<file path="config.mk">
export PLATFORM = sky130hd
export DESIGN_NAME = gate_pass_decoder
export DESIGN_NICKNAME = d
export VERILOG_FILES = /design/src/rtl/gate_pkg.sv /design/src/rtl/debounce_filter.sv /design/src/rtl/gate_pass_decoder.sv
export SDC_FILE = /design/constraint.sdc
export NUM_CORES = 1
export LEC_CHECK = 0
export CAP_MARGIN = 40
export CORE_ASPECT_RATIO = 1.4
export CORE_MARGIN = 3
export CORE_UTILIZATION = 56
export CTS_CLUSTER_SIZE = 10
export DETAILED_ROUTE_END_ITERATION = 10
export PLACE_DENSITY = 0.79
export RECOVER_POWER = 25
export SLEW_MARGIN = 10
export SYNTH_ARGS = -nofsm -noshare
export SYNTH_HDL_FRONTEND = slang
export SYNTH_SLANG_ARGS = --single-unit
</file>
<file path="constraint.sdc">
create_clock -name clk -period 2 [get_ports clk]
set_input_delay 0.2 -clock clk [delete_from_list [all_inputs] [get_ports clk]]
set_output_delay 0.2 -clock clk [all_outputs]
set_load 0.01 [all_outputs]
</file>
<file path="src/rtl/gate_pkg.sv">
// Shared types and constants for the two-beam gate passage decoder.
// The FSM encoding and the next-state rule live here so the top stays a flat register bank.
package gate_pkg;

    localparam int DEBOUNCE_CYCLES_DEFAULT = 16;
    localparam int CNT_W                   = 8;

    // Filtered beam levels as {beam_a, beam_b}.
    localparam logic [1:0] LVL_NONE = 2'b00;
    localparam logic [1:0] LVL_A    = 2'b10;
    localparam logic [1:0] LVL_B    = 2'b01;
    localparam logic [1:0] LVL_AB   = 2'b11;

    typedef enum logic [2:0] {
        ST_IDLE = 3'd0,
        ST_IN1  = 3'd1,
        ST_IN2  = 3'd2,
        ST_IN3  = 3'd3,
        ST_OUT1 = 3'd4,
        ST_OUT2 = 3'd5,
        ST_OUT3 = 3'd6,
        ST_ERR  = 3'd7
    } state_t;

    // Entering walks A, AB, B, none; exiting is the same walk with A and B swapped.
    function automatic state_t fsm_next(input state_t s, input logic [1:0] lvl);
        state_t n;
        // NOTE: n starts as s so every path assigns it and "stay" needs no branch.
        n = s;
        unique case (s)
            ST_IDLE: begin
                case (lvl)
                    LVL_A:   n = ST_IN1;
                    LVL_B:   n = ST_OUT1;
                    LVL_AB:  n = ST_ERR;
                    default: n = ST_IDLE;
                endcase
            end
            ST_IN1: begin
                case (lvl)
                    LVL_AB:   n = ST_IN2;
                    LVL_NONE: n = ST_IDLE;
                    LVL_B:    n = ST_ERR;
                    default:  n = ST_IN1;
                endcase
            end
            ST_IN2: begin
                case (lvl)
                    LVL_B:    n = ST_IN3;
                    LVL_A:    n = ST_IN1;
                    LVL_NONE: n = ST_ERR;
                    default:  n = ST_IN2;
                endcase
            end
            ST_IN3: begin
                case (lvl)
                    LVL_NONE: n = ST_IDLE;
                    LVL_AB:   n = ST_IN2;
                    LVL_A:    n = ST_ERR;
                    default:  n = ST_IN3;
                endcase
            end
            ST_OUT1: begin
                case (lvl)
                    LVL_AB:   n = ST_OUT2;
                    LVL_NONE: n = ST_IDLE;
                    LVL_A:    n = ST_ERR;
                    default:  n = ST_OUT1;
                endcase
            end
            ST_OUT2: begin
                case (lvl)
                    LVL_A:    n = ST_OUT3;
                    LVL_B:    n = ST_OUT1;
                    LVL_NONE: n = ST_ERR;
                    default:  n = ST_OUT2;
                endcase
            end
            ST_OUT3: begin
                case (lvl)
                    LVL_NONE: n = ST_IDLE;
                    LVL_AB:   n = ST_OUT2;
                    LVL_B:    n = ST_ERR;
                    default:  n = ST_OUT3;
                endcase
            end
            ST_ERR: begin
                n = (lvl == LVL_NONE) ? ST_IDLE : ST_ERR;
            end
            default: n = ST_IDLE;
        endcase
        return n;
    endfunction

endpackage

</file>
<file path="src/rtl/debounce_filter.sv">
// One beam channel: 2-flop synchronizer followed by a consecutive-cycle debounce counter.
// The filtered level flips only after DEBOUNCE_CYCLES consecutive synced samples disagree with it.
module debounce_filter
    import gate_pkg::*;
#(
    parameter int DEBOUNCE_CYCLES = DEBOUNCE_CYCLES_DEFAULT
) (
    input  logic clk,
    input  logic reset,
    input  logic i_raw,
    output logic o_level
);

    localparam logic [CNT_W-1:0] LAST = CNT_W'(DEBOUNCE_CYCLES - 1);

    logic             r_sync1;
    logic             r_sync2;
    logic             r_level;
    logic [CNT_W-1:0] r_cnt;

    // NOTE: sequential state uses non-blocking assignments so every flop samples pre-edge values.
    always_ff @(posedge clk) begin
        if (reset) begin
            r_sync1 <= 1'b0;
            r_sync2 <= 1'b0;
            r_level <= 1'b0;
            r_cnt   <= '0;
        end else begin
            r_sync1 <= i_raw;
            r_sync2 <= r_sync1;
            if (r_sync2 == r_level) begin
                r_cnt <= '0;
            end else if (r_cnt == LAST) begin
                r_level <= ~r_level;
                r_cnt   <= '0;
            end else begin
                r_cnt <= r_cnt + 1'b1;
            end
        end
    end

    assign o_level = r_level;

endmodule

</file>
<file path="src/rtl/gate_pass_decoder.sv">
// Two-beam gate passage decoder: debounced beams drive a direction FSM that strobes
// enter_pulse for an A-to-B passage and exit_pulse for a B-to-A passage.
module gate_pass_decoder
    import gate_pkg::*;
#(
    parameter int DEBOUNCE_CYCLES = DEBOUNCE_CYCLES_DEFAULT
) (
    input  logic clk,
    input  logic reset,
    input  logic beam_a_raw,
    input  logic beam_b_raw,
    output logic beam_a,
    output logic beam_b,
    output logic enter_pulse,
    output logic exit_pulse,
    output logic busy,
    output logic fault
);

    logic       w_beam_a;
    logic       w_beam_b;
    logic [1:0] w_level;
    state_t     w_next;

    state_t     r_state;
    logic       r_enter;
    logic       r_exit;
    logic       r_busy;
    logic       r_fault;

    debounce_filter #(.DEBOUNCE_CYCLES(DEBOUNCE_CYCLES)) u_filter_a (
        .clk     (clk),
        .reset   (reset),
        .i_raw   (beam_a_raw),
        .o_level (w_beam_a)
    );

    debounce_filter #(.DEBOUNCE_CYCLES(DEBOUNCE_CYCLES)) u_filter_b (
        .clk     (clk),
        .reset   (reset),
        .i_raw   (beam_b_raw),
        .o_level (w_beam_b)
    );

    assign w_level = {w_beam_a, w_beam_b};
    assign w_next  = fsm_next(r_state, w_level);

    // Status outputs decode the next state so they line up with r_state, not one cycle behind.
    always_ff @(posedge clk) begin
        if (reset) begin
            r_state <= ST_IDLE;
            r_enter <= 1'b0;
            r_exit  <= 1'b0;
            r_busy  <= 1'b0;
            r_fault <= 1'b0;
        end else begin
            r_state <= w_next;
            r_enter <= (r_state == ST_IN3)  && (w_level == LVL_NONE);
            r_exit  <= (r_state == ST_OUT3) && (w_level == LVL_NONE);
            r_busy  <= (w_next != ST_IDLE);
            r_fault <= (w_next == ST_ERR);
        end
    end

    assign beam_a      = w_beam_a;
    assign beam_b      = w_beam_b;
    assign enter_pulse = r_enter;
    assign exit_pulse  = r_exit;
    assign busy        = r_busy;
    assign fault       = r_fault;

endmodule

</file>
* Yosys cells after proc, flatten, opt, wreduce, memory -nomap -nowiden
Index checks and enable logic that the tools add are counted.
Storage, ports and cells: bits in registers 29, output and inout port bits 6, word-level logic and storage cells 52
Cells by class: $add $sub $neg 2, equal/unequal tests 15, muxes and demuxes 9, bitwise operators 4, reduce and logical (&&, ||, !) cells 9
Operators by type and width (count):
- one-hot mux 3 bit (3 select lines) | 6
- one-hot mux 3 bit (8 select lines) | 1
- adder 8 x 1 -> 8 bit (second input constant) | 2
- equality test 8 x 4 -> 1 bit (second input constant) | 2
- equality test 3 bit (second input constant) | 5
- equality test 3 x 2 -> 1 bit (second input constant) | 2
- one-hot mux 2 bit (3 select lines) | 1
- OR reduction 3 bit | 2
- equality test 2 bit (second input constant) | 2
- NOT 1 bit | 4
- AND reduction 2 bit | 2
- equality test 3 x 1 -> 1 bit (second input constant) | 1
- zero test 3 bit | 1
- two-way mux 3 bit | 1
- nonzero test 3 bit | 1
- equality test 1 bit | 2
- equality test 2 x 1 -> 1 bit (second input constant) | 1
- logical AND 1 bit | 2
- zero test 2 bit | 1

* Logic depth before layout (Yosys ltp)
depth in word-level cells 4, mapped depth 6, depth with buffers taken out 6

* Cells and area by module
From an unflattened synthesis, not the netlist that was laid out.
Unflattened totals: cells, all modules 156, area total of the unflattened synthesis 1408.9 sq um
Modules (own cells, without submodules):
- debounce_filter | times used 2, cells an instance 50, area an instance 449.2 sq um, seq. area each 220.2 sq um
- gate_pass_decoder | times used 1, cells an instance 56, area an instance 510.5 sq um, seq. area each 140.1 sq um

* Worst setup path after synthesis
No wires, ideal clock.
path kind register -> register, from register u_filter_a.r_level, in the netlist u_filter_a.o_level, to register r_busy, in the netlist busy, setup time 0.138 ns, arrival time 1.611 ns, slack 0.252 ns, cell stages (with the launch flop) 6, path buffers 0, clock period less this slack 1.748 ns, cell sequence dfxtp_1 -> inv_1 -> ha_1 -> a31o_1 -> o41ai_2 -> o221ai_2
Between the ends: longest elaborated chain between the ends 4
RTL lines:
- from (decl) | RTL line debounce_filter.sv:18 | logic r_level;
- from (signal assigned) | RTL line debounce_filter.sv:34 | r_level <= ~r_level;
- equality test 2 x 1 -> 1 bit (tied with other cells)
- one-hot mux 3 bit (3 select lines) (tied with other cells) | RTL line gate_pkg.sv:80 | case (lvl)
- one-hot mux 3 bit (8 select lines) * | RTL line gate_pkg.sv:30 | unique case (s)
- nonzero test 3 bit * | RTL line gate_pass_decoder.sv:60 | r_busy <= (w_next != ST_IDLE);
- to (signal assigned) | RTL line gate_pass_decoder.sv:60
- to (decl) | RTL line gate_pass_decoder.sv:28 | logic r_busy;
Every way passes the cells marked *; elsewhere a longest branch is shown, timed or not. A chain may end at the register's enable or synchronous reset.

* Final worst setup path
from register u_filter_b.r_level, in the netlist u_filter_b.o_level, to register r_busy, in the netlist busy
Between the ends: longest elaborated chain between the ends 4
RTL lines (RTL line):
- from (decl) | debounce_filter.sv:18
- from (signal assigned) | debounce_filter.sv:34
- equality test 2 x 1 -> 1 bit (tied with other cells)
- one-hot mux 3 bit (3 select lines) (tied with other cells) | gate_pkg.sv:80
- one-hot mux 3 bit (8 select lines) * | gate_pkg.sv:30
- nonzero test 3 bit * | gate_pass_decoder.sv:60
Marked as above.

==> impl_metrics.prom <==
# TYPE chip_impl_metric gauge
chip_impl_info{name="result_of_the_run",value="finished clean"} 1
chip_impl_metric{name="avgRoutedWirePerCell",unit="um"} 13.1
chip_impl_metric{name="cts.sink_count",unit=""} 29
chip_impl_metric{name="hold_depth",unit=""} 2
chip_impl_metric{name="max_cap_violations",unit=""} 0
chip_impl_metric{name="globalRouteOverflowTotal",unit=""} 0
chip_impl_metric{name="clk_pin_slew",unit="ns"} 0.09
chip_impl_metric{name="route.detailed.drc",unit=""} 0
chip_impl_metric{name="final_core_utilization",unit="%"} 67.0
chip_impl_metric{name="drt-pass1-iter-count",unit=""} 5
chip_impl_info{name="synth_top_cell_by_area",value="dfxtp_1"} 1
chip_impl_metric{name="vdd_drop_max",unit="mV"} 0.569
chip_impl_metric{name="core_area",unit="um2"} 2230
chip_impl_metric{name="initialDrtViolationCount",unit=""} 30
chip_impl_metric{name="ant_nets",unit=""} 0
chip_impl_metric{name="grt_max_degree",unit=""} 13
chip_impl_info{name="r2r-start",value="u_filter_b.o_level"} 1
chip_impl_metric{name="floorplan.die.width",unit="um"} 47.6
chip_impl_metric{name="antenna_found_initial",unit=""} 0
chip_impl_metric{name="post_syn_area_per_cell",unit="um2"} 9.22
chip_impl_metric{name="ff2ff_path_depth",unit=""} 5
chip_impl_metric{name="dieArea",unit="um2"} 3050
chip_impl_metric{name="floorplan.die.height",unit="um"} 64.2
chip_impl_metric{name="post_synthesis_to_final_layout_area_growth",unit="%"} 10.2
chip_impl_metric{name="syn_inst",unit=""} 147
chip_impl_metric{name="async_flop_share",unit="%"} 0
chip_impl_info{name="tritoncts",value="done"} 1
chip_impl_metric{name="critical_path_required",unit="ns"} 2.21
chip_impl_metric{name="design.final.nets",unit=""} 172
chip_impl_metric{name="insertion_delay",unit="ns"} 0.33
chip_impl_metric{name="synth_cell_types",unit=""} 38
chip_impl_info{name="regToRegEndpoint",value="busy"} 1
chip_impl_info{name="min_delay_worst_endpoint",value="u_filter_b.r_sync1"} 1
chip_impl_info{name="timing.critical_path.to_type",value="flop"} 1
chip_impl_metric{name="cts.htree.levels",unit=""} 2
chip_impl_metric{name="port_buffers",unit=""} 9
chip_impl_info{name="postSynth.topFlopCell",value="dfxtp_1"} 1
chip_impl_metric{name="final-max-slew-violation-count",unit=""} 0
chip_impl_metric{name="floorplan.io_pins",unit=""} 10
chip_impl_metric{name="flops_latches_synth",unit=""} 29
chip_impl_metric{name="row_count",unit=""} 20
chip_impl_metric{name="cellPowerDensity",unit="nW/um2"} 798
chip_impl_metric{name="ctsResizeCount",unit=""} 0
chip_impl_metric{name="grt_util_all_layers",unit="%"} 19.3
chip_impl_metric{name="post-dp-hpwl",unit="mm"} 1.83
chip_impl_metric{name="yosysTopAreaCellShare",unit="%"} 42.8
chip_impl_metric{name="timing.critical_path.fanout_max",unit=""} 7
chip_impl_metric{name="timing.final.crit_period",unit="ns"} 1.81
chip_impl_info{name="path_class",value="reg -> reg"} 1
chip_impl_metric{name="synth_fp_nets",unit=""} 160
chip_impl_metric{name="final.setup.worst_slack",unit="ns"} 0.195
chip_impl_metric{name="met2_length",unit="mm"} 1.30
chip_impl_info{name="ctsRootBufferMaster",value="clkbuf_4"} 1
chip_impl_info{name="grt_setup_unrepaired",value="no"} 1
chip_impl_metric{name="tns",unit="ns"} 0
chip_impl_metric{name="hold_viol_final",unit=""} 0
chip_impl_metric{name="finalWeightedCongestion",unit=""} 0.834
chip_impl_metric{name="register_area",unit="um2"} 581
chip_impl_metric{name="power.static_leakage",unit="uW"} 0.000562
chip_impl_metric{name="antenna_cells_inserted",unit=""} 0
chip_impl_info{name="timing.hold.worst.class",value="in -> reg"} 1
chip_impl_info{name="yosys.cell_count.top_type",value="dfxtp_1"} 1
chip_impl_metric{name="wl_met1",unit="um"} 904
chip_impl_metric{name="global_route_wire_length_before_repair",unit="mm"} 4.17
chip_impl_metric{name="total_power",unit="uW"} 1190
chip_impl_metric{name="synth_enable_flop_cells",unit=""} 0
chip_impl_metric{name="sequential_area_share_after_synthesis",unit="%"} 42.8
chip_impl_metric{name="highest_clock_frequency_the_design_can_meet",unit="MHz"} 554
chip_impl_metric{name="synth-warning-count",unit=""} 0
chip_impl_metric{name="timing.final.crit_share",unit="%"} 90.3
chip_impl_metric{name="setup_viol_count_final",unit=""} 0
chip_impl_info{name="topmost_layer_with_routed_signal_wires",value="met4"} 1
chip_impl_metric{name="netlist_area",unit="um2"} 1360
chip_impl_metric{name="via_count_of_the_routed_design",unit=""} 1032
chip_impl_metric{name="met3RoutedLength",unit="um"} 102
chip_impl_metric{name="num-fill-cells",unit=""} 188
chip_impl_metric{name="finalWirelength",unit="mm"} 2.38
chip_impl_metric{name="initial_core_util",unit="%"} 60.8
chip_impl_metric{name="critical_path_arrival",unit="ns"} 2.01
chip_impl_info{name="critical_path.startpoint_type",value="flop"} 1
chip_impl_info{name="synthTopCellsByArea",value="dfxtp_1 (43%), ha_1 (8.3%), nor2_1 (6.9%)"} 1
chip_impl_metric{name="pre_cts_slack",unit="ns"} 0.203
chip_impl_metric{name="fraction_of_layout_cells_with_a_size_suffix_above_1",unit="%"} 8.13
chip_impl_metric{name="first_global_vias",unit=""} 1004
chip_impl_info{name="most_instantiated_cells_after_synthesis",value="dfxtp_1 (29), nor2_1 (25), ha_1 (9), inv_1 (9), xnor2_1 (8)"} 1
chip_impl_metric{name="worst-slew-pin-transition",unit="ns"} 0.571
chip_impl_metric{name="cts_made_buffers",unit=""} 5
chip_impl_metric{name="cts.hold.buffers_added",unit=""} 0
chip_impl_metric{name="via_per_inst",unit=""} 5.67
chip_impl_info{name="hold_path_startpoint",value="beam_b_raw"} 1
chip_impl_metric{name="worst_slew_margin_rel",unit="%"} 61.4
chip_impl_metric{name="postCtsSetupRepairBufs",unit=""} 0
chip_impl_metric{name="worst_clock_skew",unit="ns"} 0.0105
chip_impl_metric{name="r2r_slack",unit="ns"} 0.19
chip_impl_metric{name="multiInputGateArea",unit="um2"} 698
chip_impl_metric{name="maximum_buffer_depth_of_the_clock_tree",unit=""} 2
[worst max-delay path, stage by stage, from the launching register on]
cell,delay [ns]
dfxtp_1,0.45
inv_1,0.14
ha_1,0.33
a31o_1,0.25
o41ai_2,0.35
o221ai_2,0.15
[state kept, by name (all words and copies together), names as in the netlist]
register and count:
u_filter_a.r_cnt 8, exit_pulse 1, u_filter_b.o_level 1, u_filter_b.r_sync1 1
r_state 3, fault 1, busy 1, u_filter_a.r_sync2 1
u_filter_b.r_cnt 8, u_filter_b.r_sync2 1, u_filter_a.r_sync1 1, u_filter_a.o_level 1
enter_pulse 1
[layer usage]
layer,track usage (%),vias to the layer above
met3,7.04,8
met1,19.7,485
met5,0,-
met4,9.76,0
li1,-,523
met2,32.6,16
[cell usage in the layout, fill, tap and decap left out, types with 3 or more instances in the layout]
cell,count
a21oi_1,4
clkdlybuf4s50_1,7
and3_1,3
nand3_1,5
xor2_1,6
inv_1,9
nand2_1,6
xnor2_1,8
nor3_1,3
clkbuf_4,5
ha_1,9
dfxtp_1,29
nand2b_1,4
nor2_1,25
nor2b_1,4
[kinds of logic after synthesis]
| group | count (synthesis) | share of synthesized area [%] |
|---|---|---|
| buffers and inverters | 15 | 5.63 |
| DFF | 29 | 42.8 |
| adders and majority gates | 9 | 8.31 |
| muxes | 1 | 0.739 |
| AOI/OAI and AO/OA | 18 | 10.5 |
| xor gates and xnor gates | 14 | 9.05 |
| and+or+nand+nor | 61 | 22.9 |
[cell type report]
| class | count | area share, % |
|---|---|---|
| clock buffer | 6 | 2.77 |
| clock inverter | 2 | 0.671 |
| inverter | 9 | 2.26 |
| multi-input combinational | 103 | 46.8 |
| sequential | 29 | 38.9 |
| tap | 22 | 1.84 |
| timing repair buffer | 11 | 6.79 |
[power by group]
part           total, uW  leakage, uW  internal [uW]  switching (uW)
clock                329    0.0000320            133             195
sequential           662     0.000235            606            56.2
combinational        200     0.000295            103            97.1
[through the flow]
stage,hold WS [ns],cells,instance area (um2)
after floorplan,0.328,147,1360
final,0.413,182,1490
after CTS,0.403,182,1500
after global routing,0.410,182,1490
after global placement,0.418,174,1450
after detailed placement,0.428,174,1450
[worst max-delay path by stage]
stage / startpoint / endpoint / slack (ns) / depth (start not counted)
2_1_floorplan: u_filter_a.o_level / busy / 0.25 / 5
3_5_place_dp: u_filter_b.o_level / busy / 0.20 / 5
3_3_place_gp: u_filter_b.o_level / busy / 0.28 / 5
4_1_cts: u_filter_b.o_level / busy / 0.19 / 5
6_report: u_filter_b.o_level / busy / 0.19 / 5
5_1_grt: u_filter_b.o_level / busy / 0.06 / 5
Note: power is estimated with default switching activity, not from simulation.
